$ cat src/rtl/fetch_unit.sv
// Instruction fetch stage: one outstanding memory request, a one-entry skid
// buffer for downstream stalls, and flush/refetch on redirect.
module fetch_unit #(
   parameter int                     PC_WIDTH          = 32,
   parameter int                     INSTRUCTION_WIDTH = 32,
   parameter logic [PC_WIDTH-1:0]    RESET_VECTOR      = PC_WIDTH'(32'hBFC00000)
) (
   input  logic                          clk,
   input  logic                          rst,
   input  logic                          stall,
   input  logic                          redirect,
   input  logic [PC_WIDTH-1:0]           redirect_pc,
   output logic                          imem_req,
   output logic [PC_WIDTH-1:0]           imem_addr,
   input  logic                          imem_ack,
   input  logic [INSTRUCTION_WIDTH-1:0]  imem_rdata,
   output logic [PC_WIDTH-1:0]           pc_out,
   output logic [INSTRUCTION_WIDTH-1:0]  instr_out,
   output logic                          fetch_valid,
   output logic                          fault
);

   localparam logic [INSTRUCTION_WIDTH-1:0] NOP = INSTRUCTION_WIDTH'(32'h00000013);

   localparam logic [1:0] ST_FETCH   = 2'd0;
   localparam logic [1:0] ST_HOLD    = 2'd1;
   localparam logic [1:0] ST_DISCARD = 2'd2;

   logic [1:0]                   r_state;
   logic [PC_WIDTH-1:0]          r_fetchPc;
   logic [PC_WIDTH-1:0]          r_staleAddr;
   logic [PC_WIDTH-1:0]          r_bufPc;
   logic [INSTRUCTION_WIDTH-1:0] r_bufInstr;
   logic [PC_WIDTH-1:0]          r_pcOut;
   logic [INSTRUCTION_WIDTH-1:0] r_instrOut;
   logic                         r_fetchValid;
   logic                         r_fault;

   logic                         w_ack;
   logic [PC_WIDTH-1:0]          w_pcNext;
   logic [PC_WIDTH-1:0]          w_redirectAligned;
   logic                         w_misaligned;

   // No request goes out while reset is asserted, so a late ack is ignored.
   assign imem_req          = rst && (r_state != ST_HOLD);
   assign imem_addr         = (r_state == ST_DISCARD) ? r_staleAddr : r_fetchPc;
   assign w_ack             = imem_ack && imem_req;
   assign w_pcNext          = r_fetchPc + PC_WIDTH'(4);
   assign w_redirectAligned = {redirect_pc[PC_WIDTH-1:2], 2'b00};
   assign w_misaligned      = (redirect_pc[1:0] != 2'b00);

   assign pc_out      = r_pcOut;
   assign instr_out   = r_instrOut;
   assign fetch_valid = r_fetchValid;
   assign fault       = r_fault;

   always_ff @(posedge clk) begin
      if (!rst) begin
         r_state      <= ST_FETCH;
         r_fetchPc    <= RESET_VECTOR;
         r_staleAddr  <= RESET_VECTOR;
         r_bufPc      <= '0;
         r_bufInstr   <= NOP;
         r_pcOut      <= RESET_VECTOR;
         r_instrOut   <= NOP;
         r_fetchValid <= 1'b0;
         r_fault      <= 1'b0;
      end else if (redirect) begin
         // Redirect beats stall and ack; an unacked request must still be drained.
         r_fetchPc    <= w_redirectAligned;
         r_instrOut   <= NOP;
         r_fetchValid <= 1'b0;
         r_bufPc      <= '0;
         r_bufInstr   <= NOP;
         if (w_misaligned) begin
            r_fault <= 1'b1;
         end
         case (r_state)
            ST_FETCH: begin
               if (!w_ack) begin
                  r_state     <= ST_DISCARD;
                  r_staleAddr <= r_fetchPc;
               end
            end
            ST_HOLD: begin
               r_state <= ST_FETCH;
            end
            ST_DISCARD: begin
               if (w_ack) begin
                  r_state <= ST_FETCH;
               end
            end
            default: begin
               r_state <= ST_FETCH;
            end
         endcase
      end else begin
         case (r_state)
            ST_FETCH: begin
               if (w_ack && !stall) begin
                  r_pcOut      <= r_fetchPc;
                  r_instrOut   <= imem_rdata;
                  r_fetchValid <= 1'b1;
                  r_fetchPc    <= w_pcNext;
               end else if (w_ack && stall) begin
                  r_bufPc    <= r_fetchPc;
                  r_bufInstr <= imem_rdata;
                  r_fetchPc  <= w_pcNext;
                  r_state    <= ST_HOLD;
               end else if (!stall) begin
                  r_instrOut   <= NOP;
                  r_fetchValid <= 1'b0;
               end
            end
            ST_HOLD: begin
               if (!stall) begin
                  r_pcOut      <= r_bufPc;
                  r_instrOut   <= r_bufInstr;
                  r_fetchValid <= 1'b1;
                  r_bufPc      <= '0;
                  r_bufInstr   <= NOP;
                  r_state      <= ST_FETCH;
               end
            end
            ST_DISCARD: begin
               if (w_ack) begin
                  r_state <= ST_FETCH;
               end
            end
            default: begin
               r_state <= ST_FETCH;
            end
         endcase
      end
   end

endmodule

$ cat config.mk
export PLATFORM = sky130hd
export DESIGN_NAME = fetch_unit
export DESIGN_NICKNAME = d
export VERILOG_FILES = /design/src/rtl/fetch_unit.sv
export SDC_FILE = /design/constraint.sdc
export NUM_CORES = 1
export LEC_CHECK = 0
export CORE_UTILIZATION = 57
export DETAILED_ROUTE_END_ITERATION = 7
export PLACE_DENSITY = 0.95
export SYNTH_ARGS = -nofsm -noshare
export SYNTH_HDL_FRONTEND = slang
export SYNTH_SLANG_ARGS = --single-unit
$ cat constraint.sdc
create_clock -name clk -period 4 [get_ports clk]
set_input_delay 1 -clock clk [delete_from_list [all_inputs] [get_ports clk]]
set_output_delay 1 -clock clk [all_outputs]
set_load 0.02 [all_outputs]
==> impl_metrics.ini <==
[outcome]
status = finished clean

[cts]
cts_resized = 0
postCtsHoldBufs = 0
clk_path_buf_depth = 2
cts-root-buf = clkbuf_16
cts_setup_buffers = 0
clkSinkCount = 188
cts_max_level = 4
cts_made_buffers = 17
cts.clk_slew.worst_paths_ns = 0.07
cts_tree = yes
clk_latency_ns = 0.42

[synth]
avgSynthCellArea_um2 = 8.54
synthFlopType = dfxtp_1
yosys_register_bits = 188
syn_inst = 1037
synth_area_mm2 = 0.00886
yosysSeqAreaShare_pct = 42.5
synth_edf_count = 0
yosysTopAreaCellShare_pct = 42.5
synthTopCellsByArea = dfxtp_1, nand2_1, mux2_2
yosys_warnings = 0
synth_area_leader_cell = dfxtp_1
synthDistinctLibCells = 63
synth-async-reset-ratio_pct = 0

[setup_path]
start_kind = register
rr_worst_depth = 5
cp-end-kind = output pin
required_ns = 3.00
cpPeakStageDelay_ns = 0.61
critical_path_class = register to output pin
path_max_fanout = 30
rrSetupSlack_ns = 1.62
r2r-start = r_state[0]$_SDFFE_PN0P_
worst_ep_arrival_time_ns = 2.67
crit_path_top_delay_cell = dfxtp_1
cp_cell_sequence = inv_1 -> nand2_1 -> buf_4 -> mux2_2 -> clkdlybuf4s50_1
crit_family = buffers and inverters
critical_path_buf_inv_count = 3
r2r-end = instr_out[16]$_SDFFE_PP0P_

[routing]
ant_nets = 0
drt-initial-drc-count = 560
met3WireLength_mm = 1.86
wirelength_mm = 22.4
route.detailed.drc = 0
dr_wl_met2_mm = 10.7
highest_layer = met4
wl_per_cell_um = 16.6
post_drt_via_cell_ratio = 5.91
wl_met1_mm = 9.46
dr.pass1.iters = 5
vias = 7991

[global_routing]
grt_overflow_total = 0
antenna_found_initial = 0
grt_pass1_wl_mm = 36.0
grt_start_max_net_pins = 79
grt_pass1_vias = 7495
track_usage_pct = 27.7

[place]
port-buffer-count = 163
gp_congestion = 0.860
place_hpwl_mm = 15.1

[worst_hold_path]
min_from = instr_out[10]$_SDFFE_PP0P_
worstHoldPathCells = 2
min_to = instr_out[10]$_SDFFE_PP0P_
hold_path_class = register to register

[sta]
fin_skew_ns = 0.00796
rsz0062_at_grt = false
tightest_slew_ns = 1.13
finalHoldViolCount = 0
fin_setup_tns_ns = 0
drv_slew = 0
fmax_ghz = 0.272
min_period_over_period_pct = 91.7
setup_viol = 0
period_needed_ns = 3.67
relSlewSlack_pct = 24.9

[die]
rows = 45
initial_core_util_pct = 58.3
dieWidth_um = 127
dieArea_mm2 = 0.0160
core_mm2 = 0.0152
ios = 168
die_h_um = 127

[power_and_ir_drop]
ir_drop_v = 0.000292
power_w = 0.00437
p_per_area_mw_per_mm2 = 393
p_leak_nw = 4.15

[layout]
area_delta_synth_final_pct = 25.5
diodes = 0
postLayoutCoreUtil_pct = 73.1
drive_gt1_share_pct = 9.89
final_common_cell = dfxtp_1
layout_common_cells = dfxtp_1, nand2_1, clkdlybuf4s50_1
nets = 1221

[run]
max_cap_violations = 0
==> registers in the layout, indices dropped and copies added (netlist names) <==
signal	cells
r_state	2
r_bufPc	30
instr_out	32
r_fetchPc	30
r_bufInstr	32
fetch_valid	1
r_staleAddr	30
pc_out	30
fault	1
==> layer usage <==
metal	up-vias	GRT usage (%)
li1	3804	-
met1	3776	35.2
met2	360	46.8
met3	51	6.58
met4	0	8.47
met5	-	0
==> cells in the mapped netlist (all sizes together) (2+ instances only) <==
library cell,instances
nor2b,2
a21oi,37
nand3b,22
clkbuf,53
o21ai,28
nand2b,8
nor4b,2
o31a,4
mux2i,31
o31ai,6
xnor2,3
nand3,34
a21boi,21
o211a,25
or3,2
a31oi,8
or2,2
nor2,86
and4,5
o21a,2
xor2,5
or4,7
nor4,13
dfxtp,188
a21o,27
and2,37
o2bb2ai,4
nand2,187
a2111oi,7
nor3b,6
inv,30
o311a,3
a221oi,2
o221ai,3
and3,6
nand4,13
a211oi,6
nor3,10
buf,34
mux2,58
==> where the power goes <==
group	switching (W)	internal, W	total (W)	leakage [nW]
Sequential	0.0000747	0.00194	0.00201	1.53
Clock	0.000714	0.00107	0.00178	0.306
Combinational	0.000298	0.000277	0.000575	2.31
Total	0.00109	0.00328	0.00437	4.15
==> worst max path at each step <==
stage	depth (start not counted)	slack, ns	end	startpoint
after floorplan	4	0.97	imem_req	rst
after global placement	5	0.85	imem_addr[6]	r_state[0]$_SDFFE_PN0P_
after detailed placement	5	0.82	imem_addr[24]	r_state[0]$_SDFFE_PN0P_
after CTS	5	0.34	imem_addr[31]	r_state[0]$_SDFFE_PN0P_
after global routing	5	0.16	imem_addr[15]	r_state[0]$_SDFFE_PN0P_
final	5	0.33	imem_addr[6]	r_state[0]$_SDFFE_PN0P_
==> area by class of cell <==
cell class                      count  area [um2]
Clock buffer                       23         498
Clock inverter                      8         129
Fill cell                        1089        4080
Inverter                           31         116
Multi-Input combinational cell    734        4620
Sequential cell                   188        3760
Tap cell                          188         235
Timing Repair Buffer              179        1760
==> worst reg2reg max path: stages, from the launching register on <==
cell and delay (ns):
dfxtp_1 0.61, nor2b_4 0.89, buf_4 0.40, nand2_1 0.08
a21o_1 0.18, a21oi_1 0.14
==> stage by stage <==
stage | hold WS (ns) | setup WS [ns] | cells | instance area, um2
after global placement | 0.437 | 0.846 | 1320 | 10500
after floorplan | 0.437 | 0.970 | 1040 | 8870
after detailed placement | 0.444 | 0.817 | 1320 | 10500
after global routing | 0.466 | 0.160 | 1351 | 11100
after CTS | 0.454 | 0.340 | 1351 | 11100
final | 0.453 | 0.330 | 1351 | 11100
==> logic make-up after synthesis <==
| group | count (synthesis) | share of synthesized area, % |
|---|---|---|
| simple gates | 445 | 24.7 |
| fa+ha+maj | 1 | 0.141 |
| mux | 89 | 10.9 |
| xor+xnor | 8 | 0.791 |
| flops | 188 | 42.5 |
| other cells | 1 | 0.0423 |
| buf+inv | 118 | 5.85 |
| compound gates | 187 | 15.1 |
Power figures use the tool's default switching activity.
